<file path="src/rtl/pipe_ir_chain.sv">
// Instruction-register chain for the 5-stage pipeline.
// Holds the instruction word at each stage boundary (IR1..IR4). It applies
// the control FSM's load / NOOP-select controls, detects read-after-write
// hazards between ir2 and the writing instructions in ir3/ir4, and raises a
// stall. It also keeps a saturating stall counter and a wrapping retired
// instruction counter.
module pipe_ir_chain #(
    parameter logic [7:0] NOP_WORD    = 8'h0A,
    parameter int         STALL_CNT_W = 8
) (
    input  logic                   clock,
    input  logic                   reset,
    input  logic [7:0]             instr_in,
    input  logic                   S1Load,
    input  logic                   S2Load,
    input  logic                   S3Load,
    input  logic                   WBIRLoad,
    input  logic                   NOOPSel1,
    input  logic                   NOOPSel2,
    input  logic                   NOOPSel3,
    input  logic                   NOOPSel4,
    output logic [7:0]             ir1,
    output logic [7:0]             ir2,
    output logic [7:0]             ir3,
    output logic [7:0]             ir4,
    output logic [3:0]             Dinstr,
    output logic [3:0]             RFinstr,
    output logic [3:0]             Xinstr,
    output logic [3:0]             WBinstr,
    output logic                   stall,
    output logic [STALL_CNT_W-1:0] stall_count,
    output logic [15:0]            retired_count
);

    localparam logic [3:0]             OP_NOP    = 4'b1010;
    localparam logic [STALL_CNT_W-1:0] STALL_MAX = '1;
    localparam logic [STALL_CNT_W-1:0] STALL_ONE = {{(STALL_CNT_W-1){1'b0}}, 1'b1};

    // ------------------------------------------------------------------
    // Instruction field decode helpers
    // ------------------------------------------------------------------

    // True when the instruction writes the register file.
    function automatic logic dest_valid(input logic [7:0] w);
        logic v;
        case (w[3:0])
            4'b0000, 4'b0100, 4'b0110, 4'b1000: v = 1'b1;
            default: v = (w[2:0] == 3'b011) || (w[2:0] == 3'b111);
        endcase
        return v;
    endfunction

    // Destination register: ori always targets r1, everything else RA.
    function automatic logic [1:0] dest_reg(input logic [7:0] w);
        logic [1:0] r;
        if (w[2:0] == 3'b111) begin
            r = 2'b01;
        end else begin
            r = w[7:6];
        end
        return r;
    endfunction

    // True when the instruction reads its first source (RA, or r1 for ori).
    function automatic logic src_a_valid(input logic [7:0] w);
        logic v;
        case (w[3:0])
            4'b0000, 4'b0010, 4'b0100, 4'b0110, 4'b1000: v = 1'b1;
            default: v = (w[2:0] == 3'b011) || (w[2:0] == 3'b111);
        endcase
        return v;
    endfunction

    // First source register number.
    function automatic logic [1:0] src_a_reg(input logic [7:0] w);
        logic [1:0] r;
        if (w[2:0] == 3'b111) begin
            r = 2'b01;
        end else begin
            r = w[7:6];
        end
        return r;
    endfunction

    // True when the instruction also reads RB (two-operand forms only).
    function automatic logic src_b_valid(input logic [7:0] w);
        logic v;
        case (w[3:0])
            4'b0000, 4'b0010, 4'b0100, 4'b0110, 4'b1000: v = 1'b1;
            default: v = 1'b0;
        endcase
        return v;
    endfunction

    // ------------------------------------------------------------------
    // State
    // ------------------------------------------------------------------
    logic [7:0]             ir1_q, ir1_d;
    logic [7:0]             ir2_q, ir2_d;
    logic [7:0]             ir3_q, ir3_d;
    logic [7:0]             ir4_q, ir4_d;
    logic [STALL_CNT_W-1:0] stall_cnt_q, stall_cnt_d;
    logic [15:0]            retired_cnt_q, retired_cnt_d;

    logic       d3_v_s, d4_v_s;
    logic [1:0] d3_r_s, d4_r_s;
    logic       sa_v_s, sb_v_s;
    logic [1:0] sa_r_s, sb_r_s;
    logic       hit_a_s, hit_b_s;
    logic       raw_s;
    logic       stall_s;
    logic [7:0] ir4_in_s;

    // Hazard detection: ir2 sources against writing ir3/ir4; a flush of
    // IR2 or IR3 removes the offending pair so it overrides the stall.
    always_comb begin
        d3_v_s  = dest_valid(ir3_q);
        d4_v_s  = dest_valid(ir4_q);
        d3_r_s  = dest_reg(ir3_q);
        d4_r_s  = dest_reg(ir4_q);
        sa_v_s  = src_a_valid(ir2_q);
        sb_v_s  = src_b_valid(ir2_q);
        sa_r_s  = src_a_reg(ir2_q);
        sb_r_s  = ir2_q[5:4];
        hit_a_s = sa_v_s && ((d3_v_s && (sa_r_s == d3_r_s)) ||
                             (d4_v_s && (sa_r_s == d4_r_s)));
        hit_b_s = sb_v_s && ((d3_v_s && (sb_r_s == d3_r_s)) ||
                             (d4_v_s && (sb_r_s == d4_r_s)));
        raw_s   = hit_a_s || hit_b_s;
        stall_s = raw_s && !NOOPSel2 && !NOOPSel3;
    end

    // Next-state for the IR chain: a stall freezes IR1/IR2 and injects a
    // bubble into IR3; IR4 is never affected by the stall.
    always_comb begin
        ir1_d    = ir1_q;
        ir2_d    = ir2_q;
        ir3_d    = ir3_q;
        ir4_d    = ir4_q;
        ir4_in_s = NOOPSel4 ? NOP_WORD : ir3_q;

        if (S1Load && !stall_s) begin
            ir1_d = NOOPSel1 ? NOP_WORD : instr_in;
        end else begin
            ir1_d = ir1_q;
        end

        if (S2Load && !stall_s) begin
            ir2_d = NOOPSel2 ? NOP_WORD : ir1_q;
        end else begin
            ir2_d = ir2_q;
        end

        if (S3Load) begin
            ir3_d = (NOOPSel3 || stall_s) ? NOP_WORD : ir2_q;
        end else begin
            ir3_d = ir3_q;
        end

        if (WBIRLoad) begin
            ir4_d = ir4_in_s;
        end else begin
            ir4_d = ir4_q;
        end
    end

    // Next-state for the statistics counters.
    always_comb begin
        stall_cnt_d   = stall_cnt_q;
        retired_cnt_d = retired_cnt_q;

        if (stall_s && (stall_cnt_q != STALL_MAX)) begin
            stall_cnt_d = stall_cnt_q + STALL_ONE;
        end else begin
            stall_cnt_d = stall_cnt_q;
        end

        if (WBIRLoad && (ir4_in_s[3:0] != OP_NOP)) begin
            retired_cnt_d = retired_cnt_q + 16'd1;
        end else begin
            retired_cnt_d = retired_cnt_q;
        end
    end

    // State registers; reset fills the chain with bubbles and clears counters.
    always_ff @(posedge clock or negedge reset) begin
        if (!reset) begin
            ir1_q         <= NOP_WORD;
            ir2_q         <= NOP_WORD;
            ir3_q         <= NOP_WORD;
            ir4_q         <= NOP_WORD;
            stall_cnt_q   <= '0;
            retired_cnt_q <= 16'd0;
        end else begin
            ir1_q         <= ir1_d;
            ir2_q         <= ir2_d;
            ir3_q         <= ir3_d;
            ir4_q         <= ir4_d;
            stall_cnt_q   <= stall_cnt_d;
            retired_cnt_q <= retired_cnt_d;
        end
    end

    assign ir1           = ir1_q;
    assign ir2           = ir2_q;
    assign ir3           = ir3_q;
    assign ir4           = ir4_q;
    assign Dinstr        = ir1_q[3:0];
    assign RFinstr       = ir2_q[3:0];
    assign Xinstr        = ir3_q[3:0];
    assign WBinstr       = ir4_q[3:0];
    assign stall         = stall_s;
    assign stall_count   = stall_cnt_q;
    assign retired_count = retired_cnt_q;

endmodule
</file>
<file path="config.mk">
export PLATFORM = sky130hd
export DESIGN_NAME = pipe_ir_chain
export DESIGN_NICKNAME = d
export VERILOG_FILES = /design/src/rtl/pipe_ir_chain.sv
export SDC_FILE = /design/constraint.sdc
export NUM_CORES = 1
export LEC_CHECK = 0
export CAP_MARGIN = 30
export CORE_MARGIN = 2
export CORE_UTILIZATION = 34
export CTS_CLUSTER_SIZE = 25
export DETAILED_ROUTE_END_ITERATION = 16
export PLACE_DENSITY_LB_ADDON = 0.12
export SYNTH_ARGS = -nofsm -noshare
export SYNTH_HDL_FRONTEND = slang
export SYNTH_SLANG_ARGS = --single-unit
</file>
<file path="constraint.sdc">
create_clock -name clock -period 6.6 [get_ports clock]
set_clock_uncertainty 0.15 [all_clocks]
set_input_delay 0.66 -clock clock [delete_from_list [all_inputs] [get_ports clock]]
set_output_delay 0.66 -clock clock [all_outputs]
set_load 0.02 [all_outputs]
</file>
==> results.toml, run 1 <==
[clocking]
clk_latency_ns = 0.31
clock_path_buffers = 2
hold_buffers = 0
cts_resized = 0
cts_root_buf = "clkbuf_8"
cts_buffers = 5
path_clk_slew_ns = 0.11
cts_tree = "done"
cts.sinks = 56
htreeDepth = 2
postCtsSetupBuffers = 0

[layout]
area_growth_pct = 34.5
layout_common_cells = "clkdlybuf4s50_1, dfrtp_1, nand2_1"
final-seq-area_um2 = 1410
final_common_cell = "clkdlybuf4s50_1"
multi_input_area_um2 = 1230
layout.nets = 364
nFillCells = 809
diodes = 0
layout-drive-gt1-share = 0.104
fin_util = 0.469

[route]
vias = 2213
detail-route-antenna-nets = 0
via_per_inst = 4.92
wl_per_cell_um = 14.5
drtIter0Drc = 70
dr.pass1.iters = 4
routed_wl_um = 6530
route.detailed.drc = 0

[placement]
pre_cts_slack_ns = 3.44
io_buffers = 90
gp_congestion = 0.796
hpwl_um = 4810

[floorplan]
io_pins = 91
initial_core_util = 0.349
die_x_um = 95.6
core_area_um2 = 8180
core.rowCount = 33
die-area_um2 = 9130
die-height_um = 95.6

[setup_path]
crit_chain = "nand3_1, nor3b_1, a21oi_1, a211o_1, and3_4, nor3_1, clkdlybuf4s50_1"
crit_path_start_kind = "flip-flop"
max_stage_delay_ns = 0.63
critPathKind = "reg -> out"
crit_buf_inv = 1
reg2reg_depth = 7
cp.required_ns = 5.79
cp_slowest_cell = "dfstp_2"
cpLargestDelayFamily = "simple AND/OR/NAND/NOR gates"
critical_path.endpoint_type = "output pin"
crit_arrival_ns = 2.70
r2r_slack_ns = 4.04
crit_cells = 7
critPathMaxFanout = 8

[synthesis]
syn_area_per_cell_um2 = 10.6
netlist_area_um2 = 2850
ys_types = 45
seq_area_frac_synth = 0.495
synth.area.top_cells = "dfrtp_1, dfstp_2, xnor2_1"
synth_cells = 270
netlist.area_leader.share = 0.421
synthArstFlopShare = 1.00
ys.flop_type = "dfrtp_1"
synth.largest_area_cell = "dfrtp_1"
synth_warnings = 0
synth-edff-count = 0
syn-num-nets = 290
ys_seq_elements = 56

[sta]
tightest_slew_ns = 0.720
maxSlewViolCount = 0
fin_crit_sh = 0.531
report.final.hold_viol_count = 0
rsz0062_at_grt = "no"
fmax_ghz = 0.285
fin_setup_tns_ns = 0
period_needed_ns = 3.51
slew_headroom = 0.520
setup_ws_ns = 3.09
setup-violations-final = 0

[power]
p_leak_nw = 1.58
peakVddDrop_v = 0.000104
power.density_nw_per_um2 = 220
power_mw = 0.842

[worst_hold_path]
min_path_type = "in -> async"

[run_status]
outcome = "completed"

[global_route]
antenna_found_initial = 0
grtUsageTotal = 0.151
grt_pass1_wl_um = 10900
grt_pass1_vias = 2181
grt_start_max_net_pins = 57
overflow = 0

[run]
max_cap_viol_count = 0
area by class of cell:
cell class | instances | area share
Sequential cell | 56 | 0.368
Tap cell | 105 | 0.0343
Clock inverter | 2 | 0.00490
Multi-Input combinational cell | 176 | 0.322
Clock buffer | 6 | 0.0215
Inverter | 14 | 0.0137
Timing Repair Buffer | 91 | 0.236
cell families after synthesis:
| logic type | synth area share |
|---|---|
| and+or+nand+nor | 0.163 |
| DFF | 0.495 |
| AOI/OAI and AO/OA | 0.130 |
| buffers and inverters | 0.0724 |
| xor gates and xnor gates | 0.0768 |
| muxes | 0.0536 |
| adders and majority gates | 0.00878 |
path summary, 6_finish.rpt:
kind / startpoint / to
setup / recovery: ir3[1]$_DFFE_PN1P_ / stall
hold / removal: reset / ir3[6]$_DFFE_PN0P_
setup reg to reg: ir3[1]$_DFFE_PN1P_ / ir1[2]$_DFFE_PN0P_
hold reg to reg: retired_count[15]$_DFFE_PN0P_ / retired_count[15]$_DFFE_PN0P_
max in group asynchronous: reset / retired_count[1]$_DFFE_PN0P_
min in group clock: retired_count[15]$_DFFE_PN0P_ / retired_count[15]$_DFFE_PN0P_
cell usage after synthesis, drive strengths merged, types with 2 or more instances:
cell type and n:
a21oi 9, a22o 6, a22oi 3, a31oi 2, and3 10, buf 19, clkbuf 5, dfrtp 48
dfstp 8, ha 2, inv 14, mux2 10, mux2i 4, nand2 25, nand2b 3, nand3 14
nand4 8, nor2 11, nor2b 9, nor3 2, nor3b 3, o211ai 2, o21ai 4, o22a 2
o22ai 6, o31ai 8, xnor2 19, xor2 6
power breakdown:
| part | internal, mW | switching [mW] |
|---|---|---|
| sequential | 0.375 | 0.0419 |
| combinational | 0.109 | 0.110 |
| clock | 0.0881 | 0.118 |
registers in the layout, indices dropped and copies added (netlist names):
| name | flops |
|---|---|
| ir1 | 8 |
| stall_count | 8 |
| retired_count | 16 |
| ir4 | 8 |
| ir3 | 8 |
| ir2 | 8 |
metrics by stage:
stage / hold slack (ns) / cell area [um^2] / instances
2_1_floorplan: 0.214 / 2850 / 270
3_3_place_gp: 0.317 / 3730 / 442
3_5_place_dp: 0.319 / 3730 / 442
4_1_cts: 0.334 / 3830 / 450
6_report: 0.310 / 3830 / 450
5_1_grt: 0.371 / 3830 / 450
routing by layer:
metal	wire length [um]	global-route usage	vias up
li1	-	-	1090
met1	3140	0.219	1042
met2	2880	0.223	79
met3	485	0.0451	2
met4	26	0.0357	0
met5	0	0	-
Note: power is estimated with default switching activity, not from simulation.
==> run 2: changes to the inputs <==
clock period = 3.3 ns   (was 6.6 ns; I/O delays follow)
==> run 2 against run 1 <==
Hold slack gained 0.019 ns; sequential power increased by 100%; clock-buffer cell count is 1 higher; register-to-register slack worse by 3.3 ns; final area grew 0.42%; global-route usage rose by 0.21 points; clock power increased by 92%; sequential share of layout area decreased by 0.12 points; combinational power increased by 100%; non-clock buffer count up 2; critical path depth unchanged; routed wire length rose by 1.8%; critical path type unchanged.
==> results.toml, run 2 (synthesized netlist as in run 1, its figures left out) <==
[run_status]
outcome = "completed"

[route]
vias = 2250
route.detailed.drc = 0
via_per_inst = 4.98
detail-route-antenna-nets = 0
wl_met2_um = 2840
dr_wl_met3_um = 408
routed.top_layer = "met4"
routedLengthMet1_um = 3340
drtIter0Drc = 81
wl_per_cell_um = 14.7
routed_wl_um = 6650
dr.pass1.iters = 4

[floorplan]
die-height_um = 95.6
die_x_um = 95.6
core.rowCount = 33
initial_core_util = 0.349
core_area_um2 = 8180
die-area_um2 = 9130
io_pins = 91

[sta]
tightest_slew_ns = 0.597
fin_setup_tns_ns = 0
period_needed_ns = 3.16
hold-worst-slack_ns = 0.329
slew_headroom = 0.601
fin_crit_sh = 0.957
report.final.hold_viol_count = 0
fmax_ghz = 0.317
maxSlewViolCount = 0
setup-violations-final = 0

[setup_path]
crit_chain = "nand3_1, nor3b_1, a21oi_1, a211o_1, and3_4, nor3_1, clkdlybuf4s50_1"
timing.rr.end = "ir1[7]$_DFFE_PN0P_"
cpLargestDelayFamily = "simple AND/OR/NAND/NOR gates"
crit_path_start_kind = "flip-flop"
r2r-start = "ir3[1]$_DFFE_PN1P_"
cp_slowest_cell = "clkdlybuf4s50_1"
critPathMaxFanout = 8
crit_arrival_ns = 2.68
crit_buf_inv = 1
reg2reg_depth = 7
max_stage_delay_ns = 0.63
r2r_slack_ns = 0.75
cp.required_ns = 2.82
critPathKind = "reg -> out"
critical_path.endpoint_type = "output pin"

[clocking]
path_clk_slew_ns = 0.10
cts.sinks = 56
cts_root_buf = "clkbuf_8"
cts_tree = "done"
clock_path_buffers = 2
clk_latency_ns = 0.31
cts_buffers = 5
htreeDepth = 2
postCtsSetupBuffers = 0

[global_route]
grt_pass1_wl_um = 10900
grtUsageTotal = 0.154
overflow = 0
grt_start_max_net_pins = 37
antenna_found_initial = 0
grt_pass1_vias = 2146

[placement]
placed_area_um2 = 3740
io_buffers = 90
gp_congestion = 0.829
hpwl_um = 4960

[layout]
largest_reg_flops = 16
area_growth_pct = 35.0
layout.nets = 366
diodes = 0
layout_common_cells = "clkdlybuf4s50_1, dfrtp_1, nand2_1"
fin_area_um2 = 3850
fin_util = 0.471
layout-drive-gt1-share = 0.110
final_common_cell = "clkdlybuf4s50_1"
nFillCells = 788

[worst_hold_path]
holdPathStages = 1
min_path_type = "reg -> reg"
whs_endpoint = "retired_count[15]$_DFFE_PN0P_"
min_from = "retired_count[15]$_DFFE_PN0P_"

[power]
peakVddDrop_v = 0.000287
p_leak_nw = 1.58
power.density_nw_per_um2 = 435
power_mw = 1.68

[run]
max_cap_viol_count = 0
-- run 2: cell type report --
| cell class | count | area (um^2) | area share |
|---|---|---|---|
| clock buffers | 7 | 86.3 | 0.0224 |
| clock inverters | 1 | 7.51 | 0.00195 |
| inverters | 14 | 52.6 | 0.0137 |
| multi-input cells | 176 | 1240 | 0.322 |
| flip-flops and latches | 56 | 1410 | 0.367 |
| well taps | 105 | 131 | 0.0341 |
| repair buffers | 93 | 921 | 0.239 |
-- run 2: repair_timing --
item | CTS | global route
hold buffers | 1 | 0
endpoints found under the setup margin | 0 | 1
endpoints found under the hold margin | 16 | 0
gates resized for setup | 0 | 2
-- run 2: how the worst max path moves through the flow --
stage / endpoint / depth (start not counted) / from / slack (ns)
4_1_cts: stall / 7 / ir3[1]$_DFFE_PN1P_ / 0.12
2_1_floorplan: stall / 7 / ir4[2]$_DFFE_PN0P_ / 0.77
3_3_place_gp: stall / 7 / ir3[1]$_DFFE_PN1P_ / 0.50
5_1_grt: stall / 7 / ir2[2]$_DFFE_PN0P_ / -0.003
6_report: stall / 7 / ir3[1]$_DFFE_PN1P_ / 0.14
3_5_place_dp: stall / 7 / ir3[1]$_DFFE_PN1P_ / 0.49
-- run 2: per-layer routing --
metal  vias to the layer above  GRT usage
met5                         -          0
met4                         0     0.0357
met1                      1078      0.238
met2                        72      0.213
li1                       1095          -
met3                         5     0.0379
-- run 2: per-stage QoR --
step                      setup WS, ns  cells
final                            0.143    452
after global routing          -0.00341    452
after CTS                        0.121    452
after detailed placement         0.487    443
after global placement           0.503    443
after floorplan                  0.770    270
-- run 2: where the power goes --
part           total (mW)  switching, mW  internal (mW)
sequential          0.834         0.0835          0.751
combinational       0.445          0.225          0.220
clock               0.397          0.226          0.171
total                1.68          0.534           1.14
